File: config.mk
export PLATFORM = sky130hd
export DESIGN_NAME = instruction_issue_unit
export DESIGN_NICKNAME = d
export VERILOG_FILES = /design/src/rtl/instruction_issue_unit.sv
export SDC_FILE = /design/constraint.sdc
export NUM_CORES = 1
export LEC_CHECK = 0
export ABC_AREA = 1
export BUFFER_PORTS_ARGS = -buffer_cell sky130_fd_sc_hd__buf_2
export CORE_ASPECT_RATIO = 0.8
export CORE_UTILIZATION = 30
export CTS_BUF_LIST = sky130_fd_sc_hd__clkbuf_8
export CTS_CLUSTER_DIAMETER = 40
export DETAILED_ROUTE_END_ITERATION = 10
export SYNTH_ARGS = -nofsm -noshare
export SYNTH_HDL_FRONTEND = slang
export SYNTH_SLANG_ARGS = --single-unit
File: constraint.sdc
create_clock -name Clock -period 5.5 [get_ports Clock]
set_clock_uncertainty 0.05 [all_clocks]
set_input_delay 0.275 -clock Clock [delete_from_list [all_inputs] [get_ports Clock]]
set_output_delay 0.275 -clock Clock [all_outputs]
set_load 0.02 [all_outputs]
File: src/rtl/instruction_issue_unit.sv
// Stall-aware fetch/execute sequencer feeding the control signal generator.
// Fetches one word per instruction, walks the five stages, updates PC on retire.
module instruction_issue_unit #(
  parameter logic [31:0] RESET_PC = 32'h0,
  parameter int unsigned TIMEOUT  = 15
) (
  input  logic        Clock,
  input  logic        Reset,
  input  logic        Run,
  input  logic        Stall,
  output logic        ROM1_Read,
  output logic [31:0] ROM_Address,
  input  logic [31:0] ROM_Data,
  input  logic        ROM_Valid,
  input  logic        PC_Select,
  input  logic        INC_Select,
  input  logic [31:0] RA_Value,
  input  logic [31:0] Branch_Offset,
  output logic [31:0] Instruction,
  output logic        Instruction_Valid,
  output logic [2:0]  Stage,
  output logic [31:0] PC_Out,
  output logic [15:0] Instr_Count,
  output logic        Fetch_Error
);

  typedef enum logic [2:0] {
    S_IDLE,
    S_FETCH_REQ,
    S_FETCH_WAIT,
    S_DECODE,
    S_EXECUTE,
    S_MEMORY,
    S_WRITEBACK
  } state_t;

  localparam logic [7:0] WAIT_LAST = 8'(TIMEOUT - 1);

  state_t      state;
  state_t      state_nxt;
  logic [7:0]  wait_cnt;
  logic [31:0] pc;
  logic [31:0] pc_inc;
  logic [31:0] pc_nxt;
  logic        fetch_hit;
  logic        fetch_timeout;
  logic        retire;

  assign fetch_hit     = (state == S_FETCH_WAIT) && ROM_Valid;
  assign fetch_timeout = (state == S_FETCH_WAIT) && !ROM_Valid
                      && (wait_cnt == WAIT_LAST);
  assign retire        = (state == S_WRITEBACK) && !Stall;

  assign pc_inc = INC_Select ? Branch_Offset : 32'd1;
  assign pc_nxt = PC_Select ? pc + pc_inc : RA_Value;

  always_ff @(posedge Clock) begin
    if (Reset) state <= S_IDLE;
    else       state <= state_nxt;
  end

  always_comb begin
    state_nxt = state;
    unique case (state)
      S_IDLE:       if (Run) state_nxt = S_FETCH_REQ;
      S_FETCH_REQ:  state_nxt = S_FETCH_WAIT;
      S_FETCH_WAIT: begin
        if (fetch_hit)          state_nxt = S_DECODE;
        else if (fetch_timeout) state_nxt = S_FETCH_REQ;
      end
      S_DECODE:     if (!Stall) state_nxt = S_EXECUTE;
      S_EXECUTE:    if (!Stall) state_nxt = S_MEMORY;
      S_MEMORY:     if (!Stall) state_nxt = S_WRITEBACK;
      S_WRITEBACK:  if (!Stall) state_nxt = Run ? S_FETCH_REQ : S_IDLE;
      default:      state_nxt = S_IDLE;
    endcase
  end

  always_comb begin
    Stage = 3'd0;
    unique case (1'b1)
      state == S_DECODE:    Stage = 3'd1;
      state == S_EXECUTE:   Stage = 3'd2;
      state == S_MEMORY:    Stage = 3'd3;
      state == S_WRITEBACK: Stage = 3'd4;
      default:              Stage = 3'd0;
    endcase
  end

  assign ROM1_Read         = (state == S_FETCH_REQ);
  assign Instruction_Valid = (Stage != 3'd0);
  assign ROM_Address       = pc;
  assign PC_Out            = pc;

  // Counter is cleared in FETCH_REQ so every FETCH_WAIT entry starts at 0.
  always_ff @(posedge Clock) begin
    if (Reset) begin
      pc          <= RESET_PC;
      Instruction <= 32'h0;
      Instr_Count <= 16'h0;
      Fetch_Error <= 1'b0;
      wait_cnt    <= 8'h0;
    end else begin
      if (state == S_FETCH_REQ)       wait_cnt <= 8'h0;
      else if (state == S_FETCH_WAIT) wait_cnt <= wait_cnt + 8'd1;
      if (fetch_hit)     Instruction <= ROM_Data;
      if (fetch_timeout) Fetch_Error <= 1'b1;
      if (retire) begin
        pc          <= pc_nxt;
        Instr_Count <= Instr_Count + 16'd1;
      end
    end
  end

endmodule

# After elaboration in Yosys (flattened, before gate mapping)
# Index checks and enable logic that the tools add are counted.
# word_totals
wordCells	44
input_bits	103
out_inout_bits	118
register_bits	92
# op_classes
add_sub_neg	3
n_mux	12
n_eq_ne	13
n_reduce_logical	10
# op_table
cell	n
$mux 32	2
$add 32x32->32	1
$mux 3	7
$pmux 3 s7	1
$add 16x1->16 const B	1
$pmux 3 s4	1
$ne 2x2->1 const B	5
$eq 3x3->1 const B	3
$add 8x1->8 const B	1
$eq 8x4->1 const B	1
$eq 3x2->1 const B	2
$reduce_and 6->1	1
$logic_and 1x1->1	4
$eq 3x1->1 const B	1
$logic_not 3->1	1
$ne 3x3->1 const B	1
$reduce_bool 3->1	1
$logic_not 1->1	2
$reduce_or 2->1	1
$mux 1	1

# Logic depth before layout (Yosys ltp)
# Gate-level depths: netlist of the first run.
# depth
word_depth	6
ltp_mapped	16

# Worst setup path before layout of the first run
# OpenSTA, ideal clock, no wires.
# synth_timing
path_type	in2reg
start	input port INC_Select
end	register pc[20], in the netlist PC_Out[20]
setup_ns	0.132
stages	14
path_buffers	1
arrival_time_ns	1.993
setup_slack_ns	3.324
path_cell_list	clkbuf_1 > nand2_1 > ha_1 > fa_1 > nand3_1 > nand3_1 > nand3_1 > nand3_1 > nand3_1 > nand2_1 > nand2_1 > nand3_1 > nand2_1 > a21oi_1
# synth_between
elab_chain_len	3
# synth_lines
element	line	rtl
start, declared	16	input logic INC_Select,
$mux 32	54	assign pc_inc = INC_Select ? Branch_Offset : 32'd1;
$add 32x32->32	55	assign pc_nxt = PC_Select ? pc + pc_inc : RA_Value;
$mux 32	55	
end signal, assigned	109	pc <= pc_nxt;
end, declared	42	logic [31:0] pc;
# Every way passes these cells.
# A chain may end at the register's enable or synchronous reset.

# Worst setup path in the final report of the first run
# layout_timing
start	register state[2]
end	register state[1]
# layout_between
elab_chain_len	5
elab_cells_between_ends	19
classes_between	eq/ne (12); mux (2); reduce/logical (5)
# layout_lines
element	line	rtl
start, declared	39	state_t state;
start signal, assigned	59	else state <= state_nxt;
$eq 3x2->1	49, 50, 64	
$logic_and 1x1->1	50	assign fetch_timeout = (state == S_FETCH_WAIT) && !ROM_Valid
$logic_and 1x1->1	51	&& (wait_cnt == WAIT_LAST);
$ne 3x3->1 (no line)	--	
$reduce_and 6->1 (no line)	--	
# Several ways; a longest one is shown, not always the timed one.

==> summary.md, run 1 <==
| Metric | Value |
|---|---|
| Number of enable-type register cells in the synthesized netlist | `0` |
| Sequential Area | `1840 um2` |
| Final-layout fill cell count | `2489` |
| Vias | `7232` |
| Die footprint | `approximately 23000 um2` |
| Cell type with the highest aggregate area in the netlist | `dfxtp_1` |
| Cell breakdown of the critical path | `nor2_1 -> nand2_1 -> inv_1 -> buf_4 -> nand2_1 -> nand2_1 -> o21ai_0 -> a21oi_1` |
| Post-synthesis simple-gate area fraction | `0.351` |
| Slew at the pin with the worst max-slew slack | `1.19 ns` |
| Number of clock buffers inserted by TritonCTS | `9` |
| Global route total overflow | `0` |
| Setup Crit Path Kind | `register to register` |
| Max capacitance violation total | `0` |
| CP max-delay cell | `nand2_1` |
| Capturing element type of the critical path | `register` |
| Layout Cells excl Fill | `1594` |
| Min Hold Slack | `0.103 ns` |
| RSZ-0062 raised after global routing | `false` |
| Estimated wirelength of the detail-placed design | `~16000 um` |
| Pwr Total | `1670 uW` |
| Result of the run | `completed` |
| Area used by multi-input combinational logic | `3800 um2` |
| Prevailing post-synth register cell | `dfxtp_1` |
| Crit path largest cell delay | `0.80 ns` |
| Gate family responsible for the most delay along the worst path | `simple AND/OR/NAND/NOR gates` |
| Overall track demand over capacity in global routing | `0.185` |
| Average cell area after synthesis | `5.98 um2` |
| Sink Count | `92` |
| Total power density per cell area | `208 nW/um2` |
| XOR/XNOR Fraction of Synth Area | `0.0248` |
| Tightest slew margin relative to the limit | `0.206` |
| Final weighted congestion of routability-driven global placement | `between 0.9 and 1` |
| Worst-skew pair later-pin latency | `0.39 ns` |
| Die outline width | `169 um` |
| Synthesized netlist net count | `1259` |
| Compound-Gate Fraction of Synth Area | `0.124` |
| Unique cell type count in the Yosys netlist | `39` |
| Area added between synthesis and finish | `19.8%` |
| Mux share of post-synthesis cell area | `0` |
| Share of the synthesized area in the top cell type | `0.275` |
| Number of pins with negative max-slew slack in the final report | `0` |
| I/O pin cnt | `221` |
| Number of H-tree levels | `3` |
| CTS clock-pin slew for the worst setup and hold paths | `0.11 ns` |
| Minimum clock period | `2.55 ns` |
| CTS Root Cell | `clkbuf_8` |
| Most common cell type on the critical path | `nand2_1` |
| Initial antenna violation count | `1` |
| Net total in the final layout | `1426` |
| Clock buffer depth | `2` |
| Maximum fanout encountered on the critical timing path | `38` |
| Bufs and invs on worst path | `2` |
| Overall die height | `136 um` |
| PostCTS Resize Cnt | `0` |
| Sum of negative setup slack | `0 ns` |
| Initial DRT Pass Iterations | `5` |
| Final setup vio count | `0` |
| Remaining DRCs | `0` |
| Antenna-violating nets left | `0` |
| Leak pwr | `0.00452 uW` |
| Via/cell ratio | `4.54` |
| Wire length reported by the detailed router | `21300 um` |
| Share of the clock period used by the worst path after layout | `0.465` |
| Number of warning messages in the yosys log | `0` |
| Drt initial violations | `514` |
| Cells taking the most area after synthesis | `dfxtp_1 (27%), nand2_1 (20%), inv_1 (10%), a21oi_1 (8.7%), ha_1 (6.4%)` |
| Required time at the endpoint of the critical path | `5.78 ns` |
| Wire length of the first global-routing pass | `33800 um` |
| Port-buffer cells | `220` |
| Fraction of the mapped netlist area in adder cells | `0.0665` |
| Startpoint type of the worst setup path | `register` |
| Final hold violation count | `0` |
| Largest net degree at the start of global routing | `56` |
| Seq cells post-synth | `92` |
| Fraction of the yosys area taken by sequential cells | `0.275` |
| Maximum achievable frequency | `a little under 400 MHz` |
| Share of flip-flops with an asynchronous set or reset | `0` |
| Placement Rows | `48` |
| Worst hold path class | `primary input to register` |
| Hold Buf Count CTS | `0` |
| Post-detailed-route wirelength per cell | `roughly 13 um` |
| Dominant combinational cell family by area after synthesis | `simple AND/OR/NAND/NOR gates` |
| Gate Count Post-Synth | `approximately 1100` |
| Arr. time, crit path | `about 2.8 ns` |
| Synthesized cell area | `around 6700 um2` |
| TritonCTS clock tree | `built` |
| Core ar. | `21700 um2` |
| Number of placed instances with taps included | `1577` |
| Post-CTS Setup Bufs | `0` |
| Starting Density | `0.308` |
| Number of global-route vias before repair | `6591` |
| Fraction of final layout cells sized beyond drive strength 1 | `0.197` |
| Maximum resistive drop on vdd | `roughly 0.13 mV` |
## tightest hold or removal path: cells and delay by family
| family | cells | cell delay (ns) |
|---|---|---|
| AOI/OAI and AO/OA | 1 | 0.06 |
| buffers and inverters | 1 | 0.09 |
| and+or+nand+nor | 1 | 0.07 |
## final timing paths
path | from | slack, ns | end | cells past startpoint
setup reg to reg | state[2] | 2.95 | state[1] | 8
hold / removal | ROM_Data[14] | 0.10 | Instruction[14] | 3
setup / recovery | state[2] | 2.95 | state[1] | 8
hold reg to reg | Instruction[20] | 0.41 | Instruction[20] | 2
## kinds of logic (layout without fill, tap and decap cells)
logic type,after synthesis,count (layout)
AOI/OAI and AO/OA,161,161
xor gates and xnor gates,19,19
adders and majority gates,35,35
buffers and inverters,249,421
DFF,92,92
other,0,1
and+or+nand+nor,565,565
## cells in the mapped netlist, types with 3 or more instances
library cell,instances
nand2_1,353
inv_1,179
a21oi_1,116
dfxtp_1,92
nor2_1,91
nand3_1,84
ha_1,34
o21ai_0,34
buf_4,32
clkbuf_1,24
xor2_1,17
nor3_1,13
buf_1,7
buf_2,5
nand4_1,5
a31oi_1,3
nand2_2,3
nor4_1,3
o21bai_1,3
## cell usage in the layout, fill, tap and decap left out, types with 2 or more instances in the layout
cell	Yosys	layout
nand2_1	353	353
buf_2	5	220
inv_1	179	179
a21oi_1	116	116
dfxtp_1	92	92
nor2_1	91	91
nand3_1	84	84
o21ai_0	34	34
ha_1	34	34
xor2_1	17	17
nor3_1	13	13
clkbuf_8	0	9
nand4_1	5	5
buf_4	32	4
nand2_2	3	3
nor4_1	3	3
a31oi_1	3	3
o21bai_1	3	3
or2_2	2	2
xnor2_1	2	2
nor2_4	2	2
inv_6	0	2
clkinv_2	0	2
## flip-flops by register name, summed over array words and instances, names as in the netlist
signal	flops
Instruction	32
PC_Out	32
Instr_Count	16
wait_cnt	8
state	3
Fetch_Error	1
## power by group
group	switching (uW)	internal, uW	total (uW)
Clock	282	213	495
Sequential	34.5	708	743
Combinational	290	140	430
## area by class of cell
cell class | count | area share
clock buffers | 9 | 0.0154
diodes | 1 | 0.000312
multi-input cells | 780 | 0.473
clock inverters | 7 | 0.00920
flip-flops and latches | 92 | 0.230
well taps | 300 | 0.0468
inverters | 181 | 0.0847
repair buffers | 224 | 0.141
## through the flow
step	setup WS [ns]	utilization	cell area, um2
floorplan	3.32	-	6700
finish	2.95	0.369	8020
global route	2.67	0.369	8020
CTS	2.94	0.369	8020
global placement	2.76	0.360	7820
detailed placement	2.68	0.360	7820
## metal layers
metal	wire length, um	GRT usage	share of wire
met3	1210	0.0286	0.057
met4	160	0.0330	0.0075
met5	0	0	0
met2	9220	0.293	0.43
met1	10700	0.267	0.50
No activity file was read; power rests on OpenSTA's default activity.
==> inputs of run 2 (changes only) <==
- ABC_AREA: 1 -> 0
- clock period: 5.5 -> 2.7 ns (I/O delays scaled with it)
==> run 2 against run 1 <==
Sequential share of layout area shrank 1.1 points. Via count down 10%. Register-to-register slack worse by 2.9 ns.
==> summary.md, run 2 <==
| Metric | Value |
|---|---|
| Core Util, Final | `0.441 (+0.0719)` |
| Final-layout fill cell count | `1927 (-23%)` |
| Number of H-tree levels | `3 (unchanged)` |
| Global route total overflow | `0 (unchanged)` |
| Via/cell ratio | `4.85 (+6.9%)` |
| Top cells by count, synth | `nand2_1 (117), a21oi_1 (98), dfxtp_1 (92)` |
| Initial antenna violation count | `0 (-1)` |
| Layout Cells excl Fill | `1337 (-16%)` |
| Capturing element type of the critical path | `register` |
| Maximum fanout encountered on the critical timing path | `2 (-95%)` |
| Maximum resistive drop on vdd | `0.258 mV (+95%)` |
| Slew at the pin with the worst max-slew slack | `0.689 ns (-0.499 ns)` |
| Arr. time, crit path | `2.87 ns (+0.04 ns)` |
| Final weighted congestion of routability-driven global placement | `0.910 (+0.47%)` |
| Bufs and invs on worst path | `0 (-2)` |
| Number of enable-type register cells in the synthesized netlist | `0 (unchanged)` |
| Placement Rows | `45 (-6.3%)` |
| Number of pins with negative max-slew slack in the final report | `0 (unchanged)` |
| CP max-delay cell | `fa_2` |
| Post-detailed-route wirelength per cell | `14.7 um (+9.8%)` |
| Share of the clock period used by the worst path after layout | `0.969 (+0.505)` |
| Tightest slew margin relative to the limit | `0.540 (+0.334)` |
| Net total in the final layout | `1212 (-15%)` |
| Starting Density | `0.309 (+0.00136)` |
| Seq cells post-synth | `92 (unchanged)` |
| CTS clock-pin slew for the worst setup and hold paths | `0.12 ns (about the same)` |
| Remaining DRCs | `0 (unchanged)` |
| Number of global-route vias before repair | `6198 (-6.0%)` |
| Antenna-violating nets left | `0 (unchanged)` |
| Synthesized cell area | `5940 um2 (-11%)` |
| Final setup vio count | `0 (unchanged)` |
| RSZ-0062 raised after global routing | `true` |
| Max capacitance violation total | `0 (unchanged)` |
| Overall track demand over capacity in global routing | `0.189 (+0.00357)` |
| Antenna Diode Count | `0 (-1)` |
| CTS Root Cell | `clkbuf_8` |
| Cell type with the highest aggregate area in the netlist | `dfxtp_1` |
| Maximum achievable frequency | `382 MHz (-2.4%)` |
| Startpoint type of the worst setup path | `register` |
| Total power density per cell area | `387 nW/um2 (+86%)` |
| Result of the run | `completed` |
| Overall die height | `128 um (-5.7%)` |
| Prevailing post-synth register cell | `dfxtp_1` |
| Setup Crit Path Kind | `register to register` |
| TritonCTS clock tree | `built` |
| Vias | `6485 (-10%)` |
| Minimum clock period | `2.62 ns (+0.0623 ns)` |
| Number of placed instances with taps included | `1273 (-19%)` |
| Drt initial violations | `431 (-16%)` |
| Area added between synthesis and finish | `42.5%` |
| Leak pwr | `0.00401 uW (-11%)` |
| Average cell area after synthesis | `7.64 um2 (+28%)` |
| Port-buffer cells | `220 (unchanged)` |
| Gate Count Post-Synth | `778 (-31%)` |
| Estimated wirelength of the detail-placed design | `14500 um (-11%)` |
| Fraction of the yosys area taken by sequential cells | `0.310 (+0.0350)` |
| Wire length reported by the detailed router | `19600 um (-7.9%)` |
| Die outline width | `159 um (-5.8%)` |
| Gate family responsible for the most delay along the worst path | `compound AO/OA/AOI/OAI gates` |
| Worst-skew pair later-pin latency | `0.39 ns (about the same)` |
| Largest net degree at the start of global routing | `53 (-5.4%)` |
| Cell breakdown of the critical path | `ha_1 -> fa_2 -> a211oi_4 -> o21ai_2 -> nand4_1 -> o211ai_1 -> a211o_1 -> a21oi_2 -> xor2_1 -> a2111oi_2` |
| Number of warning messages in the yosys log | `0 (unchanged)` |
| Final hold violation count | `0 (unchanged)` |
| Share of flip-flops with an asynchronous set or reset | `0 (unchanged)` |
| Core ar. | `19200 um2 (-12%)` |
| Most common library cell in the layout ignoring fill and taps | `buf_2` |
| Required time at the endpoint of the critical path | `2.95 ns (-2.83 ns)` |
| Clock buffer depth | `2 (unchanged)` |
| I/O pin cnt | `221 (unchanged)` |
| Synthesized netlist net count | `916 (-27%)` |
| Share of the synthesized area in the top cell type | `0.310 (+0.0350)` |
| Crit path largest cell delay | `0.38 ns (-0.42 ns)` |
| Number of clock buffers inserted by TritonCTS | `9 (unchanged)` |
| Unique cell type count in the Yosys netlist | `62 (+59%)` |
| Highest-count cells in the layout ignoring fill and taps | `buf_2 (220), nand2_1 (117), a21oi_1 (94)` |
| Die footprint | `20400 um2 (-11%)` |
| Wire length of the first global-routing pass | `31100 um (-8.0%)` |
| Cell with the most instances after synthesis | `nand2_1` |
| Worst hold path class | `primary input to register` |
| Fraction of final layout cells sized beyond drive strength 1 | `0.341 (+0.144)` |
| Cells taking the most area after synthesis | `dfxtp_1 (31%), a21oi_1 (8.3%), nand2_1 (7.4%), ha_1 (7.2%), nor2_1 (4.1%)` |
| Initial DRT Pass Iterations | `5 (unchanged)` |
| Sink Count | `92 (unchanged)` |
## run 2: final cells by class
class / instances / area [um2] / area share
flip-flops and latches: 92 / 1850 / 0.218
multi-input cells: 602 / 3800 / 0.449
inverters: 11 / 41.3 / 0.00488
clock buffers: 9 / 124 / 0.0146
clock inverters: 7 / 83.8 / 0.00990
well taps: 258 / 323 / 0.0381
repair buffers: 358 / 2250 / 0.266
## run 2: per-stage QoR
stage | total power [uW] | setup WS [ns] | cell area [um2] | hold slack [ns] | TNS, ns
after floorplan | 1950 | 0.00749 | 5950 | 0.221 | 0
after global placement | 2220 | -0.216 | 7650 | 0.324 | -1.54
after detailed placement | 2230 | -0.255 | 7650 | 0.331 | -1.97
after CTS | 3310 | 0.00154 | 8360 | 0.000750 | 0
after global routing | 3460 | -0.0578 | 8470 | 0.0161 | -0.0652
final | 3270 | 0.0830 | 8470 | 0.0200 | 0
## run 2: timing repair
item	CTS	global route
hold endpoints to repair	45	0
hold buffers	45	0
resized for setup	6	23
endpoints found under the setup margin	7	14
buffers inserted	1	2
pin swaps	4	6
## run 2: final timing paths
path / startpoint / to / slack, ns / depth (start not counted)
setup / recovery: PC_Out[0] / PC_Out[20] / 0.08 / 10
hold / removal: RA_Value[2] / PC_Out[2] / 0.02 / 3
setup reg to reg: PC_Out[0] / PC_Out[20] / 0.08 / 10
hold reg to reg: Instruction[21] / Instruction[21] / 0.41 / 2
## run 2: power breakdown
part | switching (uW) | internal [uW] | total, uW | leakage (uW)
clock network | 637 | 377 | 1010 | 0.000106
registers | 40.9 | 1420 | 1460 | 0.000744
logic | 448 | 350 | 797 | 0.00316
total | 1130 | 2150 | 3270 | 0.00401
## run 2: logic make-up after synthesis
group,share of synthesized area
AND/OR/NAND/NOR,0.237
AO/OA/AOI/OAI,0.219
flip-flops,0.310
buffers and inverters,0.0754
XOR/XNOR,0.0634
adder cells (fa/ha/maj),0.0750
multiplexers,0.0202
## run 2: layer usage
| metal | wire, um | GRT usage | up-vias |
|---|---|---|---|
| li1 | - | - | 3292 |
| met1 | 9400 | 0.251 | 2950 |
| met2 | 8670 | 0.307 | 215 |
| met3 | 1170 | 0.0424 | 28 |
| met4 | 346 | 0.0549 | 0 |
| met5 | 0 | 0 | - |
## run 2: tightest hold or removal path, delay by kind of cell
| family | cells | cell delay [ns] |
|---|---|---|
| AO/OA/AOI/OAI | 2 | 0.21 |
| buffers and inverters | 1 | 0.08 |
